$ cat config.mk
export PLATFORM = sky130hd
export DESIGN_NAME = division
export DESIGN_NICKNAME = d
export VERILOG_FILES = /design/src/rtl/division.sv
export SDC_FILE = /design/constraint.sdc
export NUM_CORES = 1
export LEC_CHECK = 0
export CORE_MARGIN = 5
export CORE_UTILIZATION = 50
export DETAILED_ROUTE_END_ITERATION = 16
export PLACE_DENSITY = 0.77
export RECOVER_POWER = 100
export SLEW_MARGIN = 30
export SYNTH_ARGS = -nofsm -noshare
export SYNTH_HDL_FRONTEND = slang
export SYNTH_SLANG_ARGS = --single-unit
$ cat constraint.sdc
create_clock -name clk -period 2.3 [get_ports clk]
set_input_delay 0.46 -clock clk [delete_from_list [all_inputs] [get_ports clk]]
set_output_delay 0.46 -clock clk [all_outputs]
set_load 0.02 [all_outputs]
$ cat src/rtl/division.sv
// Iterative restoring divider: one quotient bit per clock.
// Divide-by-zero resolves in a single cycle without entering RUN.
module division #(
  parameter int WIDTH = 16
) (
  input  logic             clk,
  input  logic             rst_n,
  input  logic             start,
  input  logic [WIDTH-1:0] A,
  input  logic [WIDTH-1:0] B,
  output logic [WIDTH-1:0] Quotient,
  output logic [WIDTH-1:0] Remainder,
  output logic             DivByZero,
  output logic             busy,
  output logic             done
);

  localparam int CW = $clog2(WIDTH + 1);
  localparam logic [CW-1:0] CntInit = CW'(WIDTH);
  localparam logic [CW-1:0] CntOne  = CW'(1);

  typedef enum logic {IDLE, RUN} state_t;

  state_t state, nextState;

  logic [WIDTH-1:0] dividend, divisor;
  logic [WIDTH:0]   partial;
  logic [CW-1:0]    count;

  logic [WIDTH:0]   pShift, pNext;
  logic [WIDTH-1:0] qNext;
  logic             fits, lastStep, accept, zeroDiv;

  always_comb begin
    pShift   = {partial[WIDTH-1:0], dividend[WIDTH-1]};
    fits     = pShift >= {1'b0, divisor};
    pNext    = fits ? pShift - {1'b0, divisor} : pShift;
    qNext    = {dividend[WIDTH-2:0], fits};
    lastStep = count == CntOne;
    accept   = start && (state == IDLE);
    zeroDiv  = B == '0;
  end

  always_ff @(posedge clk or negedge rst_n) begin
    if (!rst_n) state <= IDLE;
    else        state <= nextState;
  end

  always_comb begin
    nextState = state;
    unique case (state)
      IDLE: if (accept && !zeroDiv) nextState = RUN;
      RUN:  if (lastStep)           nextState = IDLE;
      default: nextState = IDLE;
    endcase
  end

  always_comb begin
    busy = state == RUN;
  end

  always_ff @(posedge clk or negedge rst_n) begin
    if (!rst_n) begin
      dividend  <= '0;
      divisor   <= '0;
      partial   <= '0;
      count     <= '0;
      Quotient  <= '0;
      Remainder <= '0;
      DivByZero <= 1'b0;
      done      <= 1'b0;
    end else begin
      done <= 1'b0;
      unique case (1'b1)
        accept && zeroDiv: begin
          Quotient  <= '1;
          Remainder <= A;
          DivByZero <= 1'b1;
          done      <= 1'b1;
        end
        accept && !zeroDiv: begin
          dividend <= A;
          divisor  <= B;
          partial  <= '0;
          count    <= CntInit;
        end
        state == RUN: begin
          dividend <= qNext;
          partial  <= pNext;
          count    <= count - CntOne;
          if (lastStep) begin
            Quotient  <= qNext;
            Remainder <= pNext[WIDTH-1:0];
            DivByZero <= 1'b0;
            done      <= 1'b1;
          end
        end
        default: ;
      endcase
    end
  end

endmodule

==> results of run 1 <==
registers in the layout, summed over array words and instances, names as in the netlist:
signal     flops
busy           1
partial       16
count          5
done           1
DivByZero      1
Quotient      16
Remainder     16
dividend      16
divisor       16
per-stage QoR:
stage / total power [mW] / setup TNS (ns) / std cells
detailed placement: 11.1 / -4.88 / 818
floorplan: 7.68 / -0.807 / 530
finish: 13.7 / -1.08 / 848
global placement: 10.8 / -4.51 / 818
CTS: 12.8 / -0.376 / 840
global route: 14.6 / -3.28 / 848
power by group:
part,total [mW],switching (mW),internal [mW]
Combinational,9.65,4.64,5.01
Sequential,2.87,0.546,2.32
Clock,1.14,0.620,0.520
Total,13.7,5.81,7.85
Yosys cell counts, types with 2 or more instances:
cell	instances	area (um^2)
nor4_1	4	25.0
a21oi_2	2	17.5
a32oi_1	2	17.5
mux2_2	5	56.3
a21o_1	3	22.5
o211a_1	3	30.0
buf_6	3	33.8
buf_2	3	15.0
a22o_1	11	96.3
and2_1	2	12.5
ha_1	18	225
mux2_4	5	75.1
o21a_1	5	37.5
a221o_1	5	50.1
inv_1	26	97.6
o21ai_0	60	300
nor2_1	32	120
o211ai_1	3	22.5
dfrtp_1	88	2200
a211oi_1	3	22.5
mux2i_1	22	220
a2bb2oi_1	2	17.5
nand4_1	2	12.5
and4_1	3	26.3
xnor2_1	8	70.1
a21oi_1	30	150
or3_1	6	37.5
xor2_1	4	35.0
clkbuf_1	20	75.1
nor3_1	5	25.0
o31ai_1	4	30.0
a31oi_1	5	31.3
nand3b_1	2	15.0
o2bb2ai_1	10	87.6
and3_1	3	18.8
nand2_1	89	334
nand3_1	9	45.0
kinds of logic after synthesis:
group	after synthesis	synth area share
multiplexers	32	0.0712
AND/OR/NAND/NOR	166	0.150
AO/OA/AOI/OAI	158	0.210
flip-flops	88	0.446
XOR/XNOR	12	0.0213
buffers and inverters	55	0.0512
adder cells (fa/ha/maj)	19	0.0497
repair_timing:
item | in CTS | in global routing
gates cloned | 0 | 1
endpoints found under the setup margin | 30 | 34
pin swaps | 11 | 16
gates resized for setup | 26 | 49
setup buffers | 6 | 8
area by class of cell:
type / count / share of cell area
multi-input cells: 387 / 0.399
flip-flops and latches: 88 / 0.304
repair buffers: 198 / 0.233
clock inverters: 6 / 0.0104
inverters: 26 / 0.0135
clock buffers: 10 / 0.0176
well taps: 133 / 0.0230
worst min path at each step:
stage / cells after the start / endpoint / from / slack, ns
floorplan: 0 / DivByZero / rst_n / 0.16
global placement: 1 / divisor[2] / rst_n / 0.45
detailed placement: 1 / divisor[5] / rst_n / 0.46
CTS: 1 / divisor[8] / rst_n / 0.05
global route: 1 / divisor[8] / rst_n / 0.28
finish: 1 / divisor[8] / rst_n / 0.23
critical path: stages:
cell	delay, ns
clkdlybuf4s50_1	0.43
nor4_1	0.43
nand4_1	0.13
clkbuf_1	0.19
and2_0	0.23
buf_12	0.19
nor2_1	0.10
a21oi_1	0.05
o21ai_0	0.40
layer usage:
layer / vias up / wire [um] / part of all wire
met2: 142 / 7510 / 0.50
met3: 37 / 683 / 0.045
met5: - / 0 / 0
met1: 2316 / 6470 / 0.43
met4: 0 / 432 / 0.029
li1: 2255 / - / -
==> flow_summary.toml, run 1 <==
[yosys]
synthArstFlopShare = 1.00
synth_nets = 584
synth_ff_type = "dfrtp_1"
synth_warnings = 0
synth_edf_count = 0
synth_seq_cells = 88
syn_inst = 530
yosysSeqAreaShare = 0.446
syn-cell-area_um2 = 4940
yosysUniqueCellTypes = 60
syn_area_per_cell_um2 = 9.31

[grt]
grt-ovfl-total = 0
grt_busiest_layer = "met2"
grt_usage = 0.265
grtUsageMet1 = 0.356
gr-usage-met3 = 0.0464
use_met2 = 0.430
grt_max_degree = 36
antenna_found_initial = 0
grt_pass1_wl_um = 24300
grt_pass1_vias = 4874

[sta]
fin_crit_ns = 2.41
slew_headroom = 0.348
maxSlewViolCount = 0
final.setup.worst_slack_ns = -0.106
hold_viol = 0
setup_viol = 24
rsz0062_at_grt = "true"
fin_skew_ns = 0.0106
max_clock_freq_ghz = 0.416
worst_pin_slew_ns = 0.979
worst_hold_slack_ns = 0.230
fin_crit_sh = 1.05

[floorplan]
rows = 36
core_um2 = 9680
ios = 70
die_h_um = 109
start_util = 0.510
fp.dieArea_um2 = 12000
dieWidth_um = 109

[setup_path]
critPathLaunchType = "input pin"
crit_arrival_ns = 2.62
endpoint = "dividend[15]"
r2r-start = "partial[11]"
end_kind = "register"
r2r_slack_ns = -0.08
crit_start = "B[1]"
crit_type = "input pin to register"
r2r_cells = 7
crit_fanout = 16
rr_endpoint = "partial[15]"
cp.required_ns = 2.51

[clock_network]
cts-buffers-inserted = 9
root_buffer = "clkbuf_8"
path_clk_slew_ns = 0.10
numClockSinks = 88
clk_path_buf_depth = 2
holdBufCountCts = 0
clk_latency_ns = 0.37
cts.htree.levels = 3
cts_tree = "built"

[placement]
place_ws_ns = -0.249
place_area_um2 = 6600
dp_hpwl_um = 11000
port_buffers = 69
gp_congestion = 0.914

[final_layout]
fillers = 665
layout-drive-gt1-share = 0.309
final_area_um2 = 7250
nNetsFinal = 764
antenna_cells = 0
final_cell_mix = "buf_4 (114), dfrtp_1 (88), nand2_1 (88), o21ai_0 (56), dlygate4sd3_1 (35)"
multi_input_area_um2 = 2890
finalCoreUtilization = 0.748
layout.cells.most_common = "buf_4"
regArea_um2 = 2200
area_delta_synth_final_pct = 46.8

[routing]
vias_per_cell = 5.60
drtAntennaViolNets = 0
first_pass_iters = 6
wl_um = 15100
num_vias = 4750
post-route-drc-count = 0
drt-initial-drc-count = 305
wl_per_cell_um = 17.8

[pwr]
p_leak_nw = 3.21
power-per-cell-area_nw_per_um2 = 1890
peakVddDrop_mv = 1.00

[job]
drv_cap = 0

[hold_path]
holdCritPathClass = "input pin to asynchronous set/reset pin"

[outcome]
failed_checks = "setup timing"
status = "finished, violations left"
No activity file was read; power rests on OpenSTA's default activity.
==> inputs of run 2 (changes only) <==
SKIP_LAST_GASP = 1   (was unset)
==> run 2 against run 1 <==
The run still ends with setup timing left. Register-to-register slack barely moved. Clock-buffer cell count did not move. Sequential power barely moved. Maximum frequency grew 0.54%. Wire length shrank 0.23%. Sequential share of layout area grew 0.068 points. Critical endpoint is now partial[7]. Largest power group unchanged.
==> flow_summary.toml, run 2 (synthesis gave the netlist of run 1 again) <==
[setup_path]
crit_fanout = 8
cpPeakStageDelay_ns = 0.38
r2r_cells = 9
crit_family = "compound AO/OA/AOI/OAI gates"
r2r-start = "divisor[1]"
cp.required_ns = 2.57
end_kind = "register"
slowest_stage = "or3_4"
crit_type = "register to register"
path_depth = 9
crit_chain = "inv_1 -> ha_4 -> nor2b_4 -> o31ai_4 -> a31oi_4 -> or3_4 -> buf_12 -> mux2_4 -> a22o_1"
rr_endpoint = "partial[7]"
critPathLaunchType = "register"
r2r_slack_ns = -0.09
crit_buf_inv = 2
crit_arrival_ns = 2.67

[sta]
hold_viol = 0
fin_skew_ns = 0.0137
worst_pin_slew_ns = 0.967
slew_headroom = 0.355
worst_hold_slack_ns = 0.227
setup_viol = 25
fin_crit_sh = 1.04
final.setup.worst_slack_ns = -0.0930
rsz0062_at_grt = "true"
max_clock_freq_ghz = 0.418
fin_crit_ns = 2.39
maxSlewViolCount = 0

[final_layout]
finalCoreUtilization = 0.747
layout-drive-gt1-share = 0.306
antenna_cells = 0
final_cell_mix = "buf_4 (114), dfrtp_1 (88), nand2_1 (88), o21ai_0 (56), dlygate4sd3_1 (35)"
area_delta_synth_final_pct = 46.5
final_area_um2 = 7230
layout.cells.most_common = "buf_4"
nNetsFinal = 764

[pwr]
power_mw = 13.6
p_leak_nw = 3.21
power-per-cell-area_nw_per_um2 = 1880
peakVddDrop_mv = 0.962

[placement]
place_area_um2 = 6600
port_buffers = 69
gp_congestion = 0.914
place_ws_ns = -0.249
dp_hpwl_um = 11000

[floorplan]
rows = 36
fp.dieArea_um2 = 12000
start_util = 0.510
ios = 70
core_um2 = 9680
dieWidth_um = 109
die_h_um = 109

[clock_network]
path_clk_slew_ns = 0.10
cts_tree = "built"
clk_latency_ns = 0.38
clk_path_buf_depth = 2
numClockSinks = 88
cts-buffers-inserted = 9
root_buffer = "clkbuf_8"
cts.htree.levels = 3

[grt]
grt_max_degree = 36
grt_usage = 0.264
grt_pass1_wl_um = 24200
antenna_found_initial = 1
grt-ovfl-total = 0
grt_pass1_vias = 4907

[routing]
first_pass_iters = 7
vias_per_cell = 5.60
wl_per_cell_um = 17.8
wl_um = 15100
post-route-drc-count = 0
drtAntennaViolNets = 0
num_vias = 4753
drt-initial-drc-count = 259

[hold_path]
holdCritPathClass = "input pin to asynchronous set/reset pin"

[outcome]
status = "finished, violations left"
failed_checks = "setup timing"

[job]
drv_cap = 0
run 2: cell count changes in the layout (fill, tap and decap cells not counted):
cell and change:
a21o_1 +1, mux2_4 -1, a21o_4 -1, nor3_1 +1, mux2_2 +1, nor3_2 -1
run 2: per-stage QoR:
step / cells / setup TNS (ns)
2_1_floorplan: 530 / -0.807
3_3_place_gp: 818 / -4.51
3_5_place_dp: 818 / -4.88
4_1_cts: 840 / -0.379
5_1_grt: 848 / -3.34
6_report: 848 / -1.21
run 2: how the worst max path moves through the flow:
| stage | start | end |
|---|---|---|
| 2_1_floorplan | dividend[15] | Remainder[14] |
| 3_3_place_gp | B[1] | dividend[15] |
| 3_5_place_dp | B[1] | dividend[15] |
| 4_1_cts | partial[9] | partial[15] |
| 5_1_grt | dividend[15] | Remainder[14] |
| 6_report | divisor[1] | partial[7] |
run 2: metal layers:
metal	vias up	global-route usage	share of wire
met5	-	0	0.00086
met4	2	0.109	0.032
met3	45	0.0517	0.051
met2	168	0.424	0.49
met1	2288	0.352	0.43
li1	2250	-	-
run 2: power breakdown:
part	internal, mW	leakage [nW]	total, mW	switching (mW)
Sequential	2.32	1.05	2.87	0.545
Combinational	4.97	2.05	9.58	4.61
Clock	0.520	0.0994	1.14	0.622
Total	7.81	3.21	13.6	5.78
run 2: layout make-up:
type	instances	area, um^2
clock buffers	10	128
clock inverters	6	75.1
fillers	668	2450
inverters	26	97.6
multi-input cells	387	2870
flip-flops and latches	88	2200
well taps	133	166
repair buffers	198	1690
run 2: what timing repair did:
action,CTS,global route
hold buffers,0,0
resized for setup,25,47
setup buffers,6,8
pin swaps,11,21
cloned,0,1
setup endpoints to repair,30,34
==> edit (settings of run 2) <==
Change the parameter `WIDTH` from 16 to 32.
--- a/src/rtl/division.sv
+++ b/src/rtl/division.sv
@@ -1,7 +1,7 @@
 // Iterative restoring divider: one quotient bit per clock.
 // Divide-by-zero resolves in a single cycle without entering RUN.
 module division #(
-  parameter int WIDTH = 16
+  parameter int WIDTH = 32
 ) (
   input  logic             clk,
   input  logic             rst_n,
Ports: changed (resized A, B, Quotient and Remainder); port bits go from 70 to 134. The function was not compared with the original's and may differ.
==> edit against run 2 <==
  * The flow still finishes with violations (setup timing)
  * Synthesized cell count is 73% higher
  * Via count is 83% higher
  * Worst setup slack lost 0.50 ns
  * Clock power increased by 140%
  * Power grew 96%
  * Sequential share of layout area grew 0.43 points
  * Cell area grew 90%
  * Fmax is 17% lower
  * Synthesized area is 86% higher
  * Sequential power rose by 91%
  * Wire length is 100% higher
  * Largest cell class unchanged
  * Sequential cell count grew 81
  * Die area grew 77%
  * Critical path type unchanged
  * Largest power group unchanged
  * Global-route usage is 0.38 points higher
==> edit: results (changes against run 2) <==
[global_route]
grt_pass1_vias = 8912  ; +82%
grt_pass1_wl_um = 46200  ; +90%
grtUsageMet2_pct = 46.9  ; +4.5 points
grtUsageMet1_pct = 32.4  ; -2.8 points
grt_max_degree = 68  ; +89%
grtUsageTotal_pct = 26.8  ; +0.38 points
grt_use_met3_pct = 4.80  ; -0.37 points

[power]
seq_power_share_pct = 20.6  ; -0.5 points
total_leakage_power_nw = 6.18  ; +93%
p_switching_w = 0.0116  ; +100%
combPwrFrac_pct = 68.9  ; -1.6 points
irDropWorstVdd_v = 0.00168  ; +75%
power.total_w = 0.0266  ; +96%

[placement]
gp_congestion = 0.936  ; +2.5%
place_hpwl_um = 20200  ; +84%
io_buffers = 133  ; +93%

[routing]
dr.max_layer_used = met5
first_pass_iters = 7  ; unchanged
via_per_inst = 5.89  ; +5.1%
met2_length_um = 15500  ; +110%
wl_met1_um = 11700  ; +81%
drt_iter0_markers = 493  ; +90%
routed-wl-met3_um = 1520  ; +97%
wl_um = 30200  ; +100%

[timing]
worst_slack_ns = -0.588  ; -0.495 ns
worst_clock_skew_ns = 0.0122  ; -0.00144 ns
worstMarginPinSlew_ns = 1.13  ; +0.166 ns
setup_viol = 94  ; +280%

[finish]
nets = 1337  ; +75%
layout-drive-gt1-share_pct = 32.5  ; +1.9 points

[critical_path]
rr_worst_depth = 14  ; +5
critPathMaxStageDelay_ns = 0.44  ; +0.06 ns
slowest_stage = dfrtp_1
worst-path-max-fanout = 6  ; -2
reg2reg_from = partial[18]
arrival_ns = 3.26  ; +0.59 ns
worstReg2RegEnd = Remainder[2]

[clock_tree]
clk_latency_ns = 0.44  ; +0.06 ns
cts_buffer_depth = 2  ; unchanged
h-tree-depth = 4  ; +1
numCtsBuffers = 17  ; +8
clkTransAtPathRegs_ns = 0.07  ; -0.03 ns
clockRootBuffer = clkbuf_16

[run_status]
violations = setup timing
status = finished, violations left

[synth]
yosys-top-cells-count = 169 x dfrtp_1, 86 x nand2_1, 82 x o21ai_0
syn_nets = 1021  ; +75%
ys_seq_area_share_pct = 46.0  ; +1.4 points
ys_types = 75  ; +25%
yosys-top-cells-area = dfrtp_1 46%, ha_1 4.6%, o21ai_0 4.5%

[worst_hold_path]
whs_path_depth = 2
hold_class = input port to flip-flop
holdCritStartpoint = B[5]

[edit: worst max path at each step]
stage	end	depth (start not counted)	from
floorplan	Remainder[28]	13	dividend[31]
global placement	dividend[31]	9	B[0]
detailed placement	Remainder[24]	11	dividend[31]
CTS	Remainder[28]	13	dividend[31]
global route	Remainder[28]	13	dividend[31]
finish	Remainder[2]	14	partial[18]
[edit: cell type report]
cell class / count / area (sq um)
clock buffers: 18 / 429
clock inverters: 14 / 140
fillers: 1142 / 4320
inverters: 45 / 169
multi-input cells: 647 / 5190
flip-flops and latches: 169 / 4230
well taps: 229 / 287
repair buffers: 355 / 3260
[edit: kinds of logic after synthesis]
family | after synthesis | synth area share [%]
compound gates | 272 | 19.7
mux | 79 | 9.52
fa+ha+maj | 35 | 4.85
flops | 169 | 46.0
simple gates | 233 | 12.3
xor+xnor | 28 | 2.67
buf+inv | 103 | 4.88
[edit: timing repair]
action | in CTS | in global routing
buffers inserted | 11 | 15
gates cloned | 6 | 0
endpoints found under the hold margin | 39 | 0
hold buffers | 1 | 0
setup endpoints to repair | 134 | 143
pin swaps | 16 | 34
gates resized for setup | 73 | 81
[edit: critical path: cells and delay by family (launching register included)]
kind,cells,cell delay [ns]
compound gates,5,0.56
fa+ha+maj,1,0.30
buf+inv,4,0.53
flops,1,0.44
simple gates,4,0.98
[edit: per-stage QoR]
step | hold slack [ns] | worst slack [ns] | std cells | instance area [sq um] | setup TNS [ns]
floorplan | 0.164 | -0.401 | 919 | 9330 | -11.95
global placement | 0.414 | -0.638 | 1413 | 12200 | -74.73
detailed placement | 0.424 | -0.703 | 1413 | 12200 | -72.88
CTS | 0.492 | -0.544 | 1463 | 13400 | -25.53
global route | 0.352 | -0.668 | 1477 | 13700 | -49.08
finish | 0.337 | -0.588 | 1477 | 13700 | -28.43
